File: src/rtl/controle_ula_pkg.sv
// Shared constants and types for the ALU control decoder and the mult/div sequencer.
package controle_ula_pkg;

    localparam logic [2:0] ULA_NOP = 3'b000;
    localparam logic [2:0] ULA_ADD = 3'b001;
    localparam logic [2:0] ULA_SUB = 3'b010;
    localparam logic [2:0] ULA_AND = 3'b011;
    localparam logic [2:0] ULA_OR  = 3'b100;
    localparam logic [2:0] ULA_XOR = 3'b110;
    localparam logic [2:0] ULA_SLT = 3'b111;

    localparam logic [5:0] FN_MULT  = 6'h18;
    localparam logic [5:0] FN_MULTU = 6'h19;
    localparam logic [5:0] FN_DIV   = 6'h1A;
    localparam logic [5:0] FN_DIVU  = 6'h1B;
    localparam logic [5:0] FN_ADD   = 6'h20;
    localparam logic [5:0] FN_SUB   = 6'h22;
    localparam logic [5:0] FN_AND   = 6'h24;
    localparam logic [5:0] FN_OR    = 6'h25;
    localparam logic [5:0] FN_XOR   = 6'h26;
    localparam logic [5:0] FN_SLT   = 6'h2A;

    localparam logic [1:0] ALUOP_ADD   = 2'b00;
    localparam logic [1:0] ALUOP_SUB   = 2'b01;
    localparam logic [1:0] ALUOP_FUNCT = 2'b10;
    localparam logic [1:0] ALUOP_NOP   = 2'b11;

    typedef enum logic [1:0] {
        IDLE = 2'd0,
        RUN  = 2'd1,
        DONE = 2'd2,
        DZ   = 2'd3
    } md_state_t;

    function automatic logic is_md_funct(input logic [5:0] f);
        return (f == FN_MULT) || (f == FN_MULTU) || (f == FN_DIV) || (f == FN_DIVU);
    endfunction

endpackage

File: src/rtl/md_core.sv
// Iterative unsigned shift-add multiplier / restoring divider on operand magnitudes.
// Shares one register triple: r_hi = accumulator/remainder, r_lo = multiplier/quotient, r_m = multiplicand/divisor.
module md_core #(
    parameter int DATA_W = 32
) (
    input  logic                  clk,
    input  logic                  reset,
    input  logic                  load,
    input  logic                  step,
    input  logic                  is_div,
    input  logic [DATA_W-1:0]     a_mag,
    input  logic [DATA_W-1:0]     b_mag,
    output logic                  last,
    output logic [2*DATA_W-1:0]   res_next
);

    localparam int CNT_W = (DATA_W > 1) ? $clog2(DATA_W) : 1;

    logic [CNT_W-1:0]  cnt;
    logic              kind_div;
    logic [DATA_W-1:0] r_hi;
    logic [DATA_W-1:0] r_lo;
    logic [DATA_W-1:0] r_m;

    logic [DATA_W:0]   mul_sum;
    logic [DATA_W:0]   div_shift;
    logic [DATA_W+1:0] div_diff;
    logic [DATA_W-1:0] hi_n;
    logic [DATA_W-1:0] lo_n;

    // Value after the current step; the top commits this on the final step so no extra cycle is needed.
    always_comb begin
        mul_sum   = {1'b0, r_hi} + (r_lo[0] ? {1'b0, r_m} : {(DATA_W+1){1'b0}});
        div_shift = {r_hi, r_lo[DATA_W-1]};
        div_diff  = {1'b0, div_shift} - {2'b00, r_m};
        if (kind_div) begin
            hi_n = div_diff[DATA_W+1] ? div_shift[DATA_W-1:0] : div_diff[DATA_W-1:0];
            lo_n = {r_lo[DATA_W-2:0], ~div_diff[DATA_W+1]};
        end else begin
            hi_n = mul_sum[DATA_W:1];
            lo_n = {mul_sum[0], r_lo[DATA_W-1:1]};
        end
    end

    always_ff @(posedge clk or posedge reset) begin
        if (reset) begin
            cnt      <= '0;
            kind_div <= 1'b0;
            r_hi     <= '0;
            r_lo     <= '0;
            r_m      <= '0;
        end else if (load) begin
            cnt      <= CNT_W'(DATA_W - 1);
            kind_div <= is_div;
            r_hi     <= '0;
            r_lo     <= is_div ? a_mag : b_mag;
            r_m      <= is_div ? b_mag : a_mag;
        end else if (step) begin
            r_hi <= hi_n;
            r_lo <= lo_n;
            if (cnt != '0) begin
                cnt <= cnt - 1'b1;
            end
        end
    end

    assign last     = (cnt == '0);
    assign res_next = {hi_n, lo_n};

endmodule

File: src/rtl/controle_ula_seq.sv
// ALU control decode plus mult/div sequencer owning HI/LO, with start/busy/done handshake.
//   state | meaning
//   IDLE  | waiting for a qualifying mult/div start
//   RUN   | one iteration per cycle, counter counts down to 0
//   DONE  | hi/lo just committed, md_done pulse, may accept next start
//   DZ    | divide by zero, md_done + div_zero, hi/lo untouched
module controle_ula_seq
    import controle_ula_pkg::*;
#(
    parameter int DATA_W = 32,
    parameter int SEL_W  = 3
) (
    input  logic              clk,
    input  logic              reset,
    input  logic [5:0]        funct,
    input  logic [1:0]        alu_op,
    input  logic              start,
    input  logic [DATA_W-1:0] op_a,
    input  logic [DATA_W-1:0] op_b,
    output logic [SEL_W-1:0]  alu_sel,
    output logic              md_busy,
    output logic              md_done,
    output logic              div_zero,
    output logic [DATA_W-1:0] hi,
    output logic [DATA_W-1:0] lo
);

    md_state_t state, state_n;

    logic [2:0] sel_dec;

    always_comb begin
        sel_dec = ULA_NOP;
        case (alu_op)
            ALUOP_ADD: sel_dec = ULA_ADD;
            ALUOP_SUB: sel_dec = ULA_SUB;
            ALUOP_FUNCT: begin
                case (funct)
                    FN_ADD:  sel_dec = ULA_ADD;
                    FN_SUB:  sel_dec = ULA_SUB;
                    FN_AND:  sel_dec = ULA_AND;
                    FN_OR:   sel_dec = ULA_OR;
                    FN_XOR:  sel_dec = ULA_XOR;
                    FN_SLT:  sel_dec = ULA_SLT;
                    default: sel_dec = ULA_NOP;
                endcase
            end
            default: sel_dec = ULA_NOP;
        endcase
    end

    assign alu_sel = SEL_W'(sel_dec);

    logic              req_div;
    logic              req_signed;
    logic              accept;
    logic              b_zero;
    logic              a_neg;
    logic              b_neg;
    logic [DATA_W-1:0] a_mag;
    logic [DATA_W-1:0] b_mag;

    assign req_div    = (funct == FN_DIV) || (funct == FN_DIVU);
    assign req_signed = (funct == FN_MULT) || (funct == FN_DIV);
    assign b_zero     = (op_b == '0);
    assign accept     = start && (alu_op == ALUOP_FUNCT) && is_md_funct(funct) && (state != RUN);
    assign a_neg      = req_signed & op_a[DATA_W-1];
    assign b_neg      = req_signed & op_b[DATA_W-1];
    assign a_mag      = a_neg ? -op_a : op_a;
    assign b_mag      = b_neg ? -op_b : op_b;

    logic                  core_last;
    logic [2*DATA_W-1:0]   core_res;

    md_core #(.DATA_W(DATA_W)) u_core (
        .clk      (clk),
        .reset    (reset),
        .load     (accept && !(req_div && b_zero)),
        .step     (state == RUN),
        .is_div   (req_div),
        .a_mag    (a_mag),
        .b_mag    (b_mag),
        .last     (core_last),
        .res_next (core_res)
    );

    always_ff @(posedge clk or posedge reset) begin
        if (reset) begin
            state <= IDLE;
        end else begin
            state <= state_n;
        end
    end

    always_comb begin
        state_n = state;
        case (state)
            RUN: begin
                if (core_last) begin
                    state_n = DONE;
                end
            end
            default: begin
                state_n = IDLE;
                if (accept) begin
                    state_n = (req_div && b_zero) ? DZ : RUN;
                end
            end
        endcase
    end

    always_comb begin
        md_busy = (state == RUN);
        md_done = (state == DONE) || (state == DZ);
    end

    // Sign of product/quotient is a^b; remainder takes the dividend's sign.
    logic                kind_div_q;
    logic                neg_q;
    logic                neg_r;
    logic [2*DATA_W-1:0] prod_fix;
    logic [DATA_W-1:0]   hi_fix;
    logic [DATA_W-1:0]   lo_fix;

    always_comb begin
        prod_fix = neg_q ? -core_res : core_res;
        if (kind_div_q) begin
            hi_fix = neg_r ? -core_res[2*DATA_W-1:DATA_W] : core_res[2*DATA_W-1:DATA_W];
            lo_fix = neg_q ? -core_res[DATA_W-1:0] : core_res[DATA_W-1:0];
        end else begin
            hi_fix = prod_fix[2*DATA_W-1:DATA_W];
            lo_fix = prod_fix[DATA_W-1:0];
        end
    end

    always_ff @(posedge clk or posedge reset) begin
        if (reset) begin
            hi         <= '0;
            lo         <= '0;
            div_zero   <= 1'b0;
            kind_div_q <= 1'b0;
            neg_q      <= 1'b0;
            neg_r      <= 1'b0;
        end else begin
            if (accept) begin
                div_zero   <= req_div && b_zero;
                kind_div_q <= req_div;
                neg_q      <= a_neg ^ b_neg;
                neg_r      <= req_div & a_neg;
            end
            if ((state == RUN) && core_last) begin
                hi <= hi_fix;
                lo <= lo_fix;
            end
        end
    end

endmodule

File: config.mk
export PLATFORM = sky130hd
export DESIGN_NAME = controle_ula_seq
export DESIGN_NICKNAME = d
export VERILOG_FILES = /design/src/rtl/controle_ula_pkg.sv /design/src/rtl/md_core.sv /design/src/rtl/controle_ula_seq.sv
export SDC_FILE = /design/constraint.sdc
export NUM_CORES = 1
export LEC_CHECK = 0
export BUFFER_PORTS_ARGS = -buffer_cell sky130_fd_sc_hd__buf_2
export CAP_MARGIN = 20
export CORE_MARGIN = 5
export CORE_UTILIZATION = 30
export DETAILED_ROUTE_END_ITERATION = 8
export GPL_TIMING_DRIVEN = 0
export SLEW_MARGIN = 10
export SYNTH_ARGS = -nofsm -noshare
export SYNTH_HDL_FRONTEND = slang
export SYNTH_SLANG_ARGS = --single-unit
File: constraint.sdc
create_clock -name clk -period 13.1 [get_ports clk]
set_clock_uncertainty 0.2 [all_clocks]
set_input_delay 0 -clock clk [delete_from_list [all_inputs] [get_ports clk]]
set_output_delay 0 -clock clk [all_outputs]
set_load 0.02 [all_outputs]
==> results of run 1 <==
final timing paths:
path                                start         endpoint  slack [ns]  cells after the start
min reg2reg                        hi[18]           hi[18]        0.28                      2
min                              op_b[25]   u_core.r_m[27]        0.03                      6
min in group asynchronous           reset           hi[26]        0.56                      4
max                        u_core.r_m[20]           hi[30]        6.92                     20
max in group asynchronous           reset  u_core.r_lo[21]       11.22                      5
max reg2reg                u_core.r_m[20]           hi[30]        6.92                     20
what timing repair did:
item                       4_1_cts  5_1_grt
setup endpoints to repair        0        0
resized for setup                0        0
hold endpoints to repair       199        0
hold buffers                   102        0
power groups by stage:
stage | clock network (mW) | logic [mW] | registers [mW]
after CTS | 0.525 | 2.75 | 0.845
after floorplan | 0 | 1.89 | 0.792
final | 0.521 | 2.79 | 0.852
after global placement | 0 | 2.69 | 0.852
after global routing | 0.545 | 3.01 | 0.864
after detailed placement | 0 | 2.71 | 0.854
cell usage in the layout, fill, tap and decap left out, types with 18 or more instances in the layout:
master	synthesis	final
xor2_1	66	66
o211ai_1	24	24
a21o_1	19	19
nor3_1	61	61
a21oi_1	142	142
and3_1	18	18
and2_1	44	44
buf_2	12	156
dlygate4sd3_1	0	102
a211oi_1	20	20
xnor2_1	104	104
o31ai_1	23	23
dfrtp_1	172	172
nand2_1	253	253
ha_1	70	70
nand3_1	73	73
o21ai_0	195	195
nor2_1	134	134
inv_1	67	66
mux2i_1	34	34
clkbuf_1	75	75
a31oi_1	25	25
sequential cells by signal, summed over array words and instances (netlist names), 2 cells and up:
signal	cells
u_core.r_hi	32
u_core.r_m	32
u_core.cnt	5
u_core.r_lo	32
hi	32
lo	32
state	2
through the flow:
stage | hold slack (ns) | std cells | instance area [um2] | utilization (%) | power [mW]
6_report | 0.0297 | 2913 | 18500 | 36.8 | 4.16
5_1_grt | 0.0304 | 2913 | 18500 | 36.8 | 4.42
2_1_floorplan | -0.123 | 1961 | 15300 | - | 2.68
4_1_cts | 0.00549 | 2913 | 18500 | 36.8 | 4.13
3_5_place_dp | -0.0707 | 2779 | 16900 | 33.6 | 3.56
3_3_place_gp | 0.0878 | 2777 | 16800 | 33.5 | 3.54
worst max-delay path: stages (launching register included):
cell and delay, ns:
dfrtp_1 0.51, inv_1 0.08, ha_1 0.41, a21o_1 0.26
o21bai_1 0.20, a211o_1 0.38, a21o_1 0.24, a211oi_4 0.41
buf_6 0.24, a21oi_2 0.11, inv_1 0.21, ha_1 0.24
o211ai_1 0.20, or3_1 0.44, or2_2 0.35, nor2b_1 0.45
nand3_1 0.14, o31ai_1 0.44, a41oi_1 0.24, xnor2_1 0.20
o21ai_1 0.07
logic make-up (layout without fill, tap and decap cells):
group | Yosys count | count (layout)
AO/OA/AOI/OAI | 618 | 618
adder cells (fa/ha/maj) | 72 | 72
multiplexers | 43 | 43
XOR/XNOR | 170 | 170
flip-flops | 172 | 172
AND/OR/NAND/NOR | 710 | 710
buffers and inverters | 176 | 456
per-layer routing:
| layer | share of wire [%] | routed length (um) |
|---|---|---|
| met4 | 3.6 | 2360 |
| met5 | 0.083 | 54 |
| met2 | 47 | 30700 |
| met3 | 6.5 | 4210 |
| met1 | 42 | 27400 |
final cells by class:
class	instances	area [um2]
clock inverter	14	149
multi-input combinational	1613	10300
clock buffer	18	439
timing repair buffer	248	1780
fill	5406	31800
tap	672	841
inverter	67	259
sequential	172	4300
buffer	109	450
==> impl_metrics.ini, run 1 <==
[status]
outcome = finished, final reports clean

[clock_network]
postCtsSetupBuffers = 0
cts-htree-levels = 4
cts.clk_slew.worst_paths_ns = 0.08
cts_inserted_buffers = 17
clock_latency_ns = 0.47
cts_tree = built
cts_buffer_depth = 2
cts_root_buf = clkbuf_16
clock-sinks = 172

[routing]
dr.pass1.iters = 6
vias = 16447
drtIter0Drc = 1462
drt_wl_total_mm = 64.7
antenna_left = 0
drc_errors = 0
wl_per_cell_um = 22.2
via_per_inst = 5.65

[critical_path]
crit_required_ns = 13.23
cp-start-kind = flop
crit_type = flop to flop
cp-end-kind = flop
worstPathArrival_ns = 6.31
worst-path-max-fanout = 10

[power]
power_frac_comb_pct = 67.0
p_sw_mw = 2.27
vdd_ir_drop_max_mv = 0.117
power_density_mw_per_mm2 = 225
sw_frac_of_total_pct = 54.4
leakagePower_nw = 7.78
clkPwrFrac_pct = 12.5
seqPwrFrac_pct = 20.5
power.internal_mw = 1.90

[synth]
synth_top_area_share_pct = 28.2
synth_xor_xnor_area_share_pct = 9.75
synth_fa_ha_area_share_pct = 6.00
synthSimpleGateAreaFrac_pct = 22.4
synth-seq-area-share_pct = 28.2
ys_warn_count = 0
ys.flop_type = dfrtp_1
ys_async_sr_fraction_pct = 100
synth_area_per_cell_um2 = 7.79
synth-compound-area-share_pct = 26.1
synth_area_mm2 = 0.0153
ys_top_cells_by_area = dfrtp_1, o21ai_0, nand2_1
muxShareOfSynthArea_pct = 2.97
synthesis.nets = 2108
synthDistinctLibCells = 93
synth-seq-cells = 172
synth_top_family_by_area = compound AO/OA/AOI/OAI gates
synth_top_area_cell = dfrtp_1
syn-instance-count = 1961
synth-edff-count = 0
synth.most_common_cell = nand2_1
synth_common_cells = nand2_1, o21ai_0, dfrtp_1

[die]
start_util_pct = 30.4
rows = 82
ios = 145
die_w_um = 236
dieHeight_um = 236
die_area_mm2 = 0.0555
core_mm2 = 0.0503

[timing]
finalSetupViolations = 0
slew_violations = 0
tightestPinTransition_ns = 1.01
grt_setup_unrepaired = no
period_minus_slack_ns = 6.18
fin_crit_sh_pct = 47.2
hold_viol = 0
relSlewSlack_pct = 33.0
max_freq_mhz = 162
fin_ws_ns = 6.92
setup_tns_ns = 0

[grt]
use_met1_pct = 28.8
grt_pass1_wl_mm = 97.8
grt_max_degree = 90
met2_usage_pct = 37.9
use_met3_pct = 3.94
grt_pass1_vias = 16299
grt_use_total_pct = 22.3
overflow = 0
grt.busiest_layer = met2
grt_antenna_before_repair = 1

[placement]
gp_congestion = 0.961
pre_cts_slack_ns = 7.15
dp_hpwl_mm = 52.2
io_buffer_count = 144

[final_layout]
antennaDiodeCount = 0
nets = 2375
drive_above_1_share_pct = 11.1
area_growth_syn_to_layout_pct = 21.1

[hold_path]
min_path_type = primary input to flop

[flow_run]
drv_cap = 0
Power figures use the tool's default switching activity.
==> run 2, diff against run 1 <==
- clock period: 13.1 -> 6.15 ns (I/O delays scaled with it)
==> run 2 against run 1 <==
  * Sequential cell count unchanged
  * Final area hardly changed
  * Routed wire length hardly changed
  * Maximum frequency is 2.9% higher
  * Die area unchanged
  * Critical path depth unchanged
  * Count of clock-buffer cells in the layout is the same
  * Critical path type unchanged
==> impl_metrics.ini, run 2 (synthesized netlist as in run 1, its figures left out) <==
[die]
start_util_pct = 30.4
dieHeight_um = 236
core_mm2 = 0.0503
rows = 82
die_w_um = 236
ios = 145
die_area_mm2 = 0.0555

[power]
seqPwrFrac_pct = 20.5
clkPwrFrac_pct = 12.5
leakagePower_nw = 7.78
vdd_ir_drop_max_mv = 0.250
power_density_mw_per_mm2 = 480
sw_frac_of_total_pct = 54.4
p_sw_mw = 4.83
power_frac_comb_pct = 67.0
power.internal_mw = 4.04

[clock_network]
cts_inserted_buffers = 17
cts_tree = built
cts.clk_slew.worst_paths_ns = 0.08
clock_latency_ns = 0.47
cts_root_buf = clkbuf_16
clock-sinks = 172
cts_buffer_depth = 2
cts-htree-levels = 4

[grt]
use_met3_pct = 3.94
grt_use_total_pct = 22.3
grt.busiest_layer = met2
grt_antenna_before_repair = 1
met2_usage_pct = 37.9
grt_pass1_wl_mm = 97.8
use_met1_pct = 28.8
overflow = 0
grt_pass1_vias = 16299
grt_max_degree = 90

[final_layout]
fillCellCount = 5405
layout.cells.non_filler = 2913
layout_commonest_cell = nand2_1
antennaDiodeCount = 0
nets = 2375
drive_above_1_share_pct = 11.1
area_growth_syn_to_layout_pct = 21.1
layout_common_cells = nand2_1, o21ai_0, dfrtp_1

[routing]
antenna_left = 0
drt_wl_total_mm = 64.7
drtIter0Drc = 1465
wl_per_cell_um = 22.2
drc_errors = 0
via_per_inst = 5.65
vias = 16467
dr.pass1.iters = 6

[placement]
pre_cts_slack_ns = 0.200
io_buffer_count = 144
dp_hpwl_mm = 52.2
dp_cells = 2779
gp_congestion = 0.961

[critical_path]
crit_type = flop to flop
worstPathArrival_ns = 6.13
crit_required_ns = 6.28
cp-end-kind = flop
worst-path-max-fanout = 10
cp-start-kind = flop

[status]
outcome = finished, final reports clean

[timing]
hold_viol = 0
finalSetupViolations = 0
slew_violations = 0
period_minus_slack_ns = 6.00
tightestPinTransition_ns = 1.01
relSlewSlack_pct = 32.7
grt_setup_unrepaired = no
fin_ws_ns = 0.148
max_freq_mhz = 167
fin_crit_sh_pct = 97.6

[hold_path]
min_path_type = primary input to flop

[flow_run]
drv_cap = 0
run 2: cell counts in the layout (fill, tap and decap cells not counted):
Identical to the previous run, type by type.
run 2: cell type report:
type / count / area, um2 / area share [%]
timing repair buffer: 248 / 1780 / 9.61
multi-input combinational: 1613 / 10300 / 55.5
clock inverter: 14 / 149 / 0.805
clock buffer: 18 / 439 / 2.38
tap: 672 / 841 / 4.55
buffer: 109 / 450 / 2.44
inverter: 67 / 259 / 1.40
sequential: 172 / 4300 / 23.3
run 2: worst paths after layout:
kind / start / endpoint / slack [ns] / depth (start not counted)
max in group asynchronous: reset / u_core.r_lo[21] / 4.27 / 5
min: op_b[25] / u_core.r_m[27] / 0.03 / 6
min in group asynchronous: reset / hi[26] / 0.56 / 4
min reg2reg: hi[18] / hi[18] / 0.28 / 2
max: u_core.r_m[20] / hi[30] / 0.15 / 20
max reg2reg: u_core.r_m[20] / hi[30] / 0.15 / 20
run 2: timing repair:
action | CTS | global route
endpoints found under the hold margin | 199 | 0
hold buffers | 102 | 0
endpoints found under the setup margin | 0 | 5
gates resized for setup | 0 | 1
buffers inserted | 0 | 0
run 2: metal layers:
| layer | wire length (um) | vias up | part of all wire, % |
|---|---|---|---|
| li1 | - | 7667 | - |
| met4 | 2330 | 2 | 3.6 |
| met5 | 54 | - | 0.083 |
| met3 | 4220 | 127 | 6.5 |
| met2 | 30800 | 659 | 48 |
| met1 | 27300 | 8012 | 42 |
run 2: power groups by stage:
stage | clock (mW) | sequential (mW) | combinational (mW)
after floorplan | 0 | 1.69 | 4.03
after global placement | 0 | 1.81 | 5.72
after detailed placement | 0 | 1.82 | 5.76
after CTS | 1.12 | 1.80 | 5.87
after global routing | 1.16 | 1.84 | 6.42
final | 1.11 | 1.82 | 5.94
run 2: per-stage QoR:
stage               TNS, ns  utilization (%)  power, mW  cell area [um2]  hold WS, ns
detailed placement        0             33.6       7.58            16900      -0.0707
global route              0             36.8       9.42            18500       0.0304
global placement    -160.14             33.5       7.54            16800       0.0878
finish                    0             36.8       8.87            18500       0.0301
CTS                       0             36.8       8.79            18500      0.00549
floorplan                 0                -       5.72            15300       -0.123
run 2: critical path, cell delays in order (launching register included):
cell and delay, ns:
dfrtp_1 0.51, inv_1 0.08, ha_1 0.41, a21o_1 0.26
o21bai_1 0.20, a211o_1 0.38, a21o_1 0.24, a211oi_4 0.41
buf_6 0.24, a21oi_2 0.11, inv_1 0.21, ha_1 0.24
o211ai_1 0.19, or3_1 0.44, or2_2 0.36, nor2b_2 0.30
nand3_1 0.12, o31ai_1 0.44, a41oi_1 0.24, xnor2_1 0.20
o21ai_1 0.07
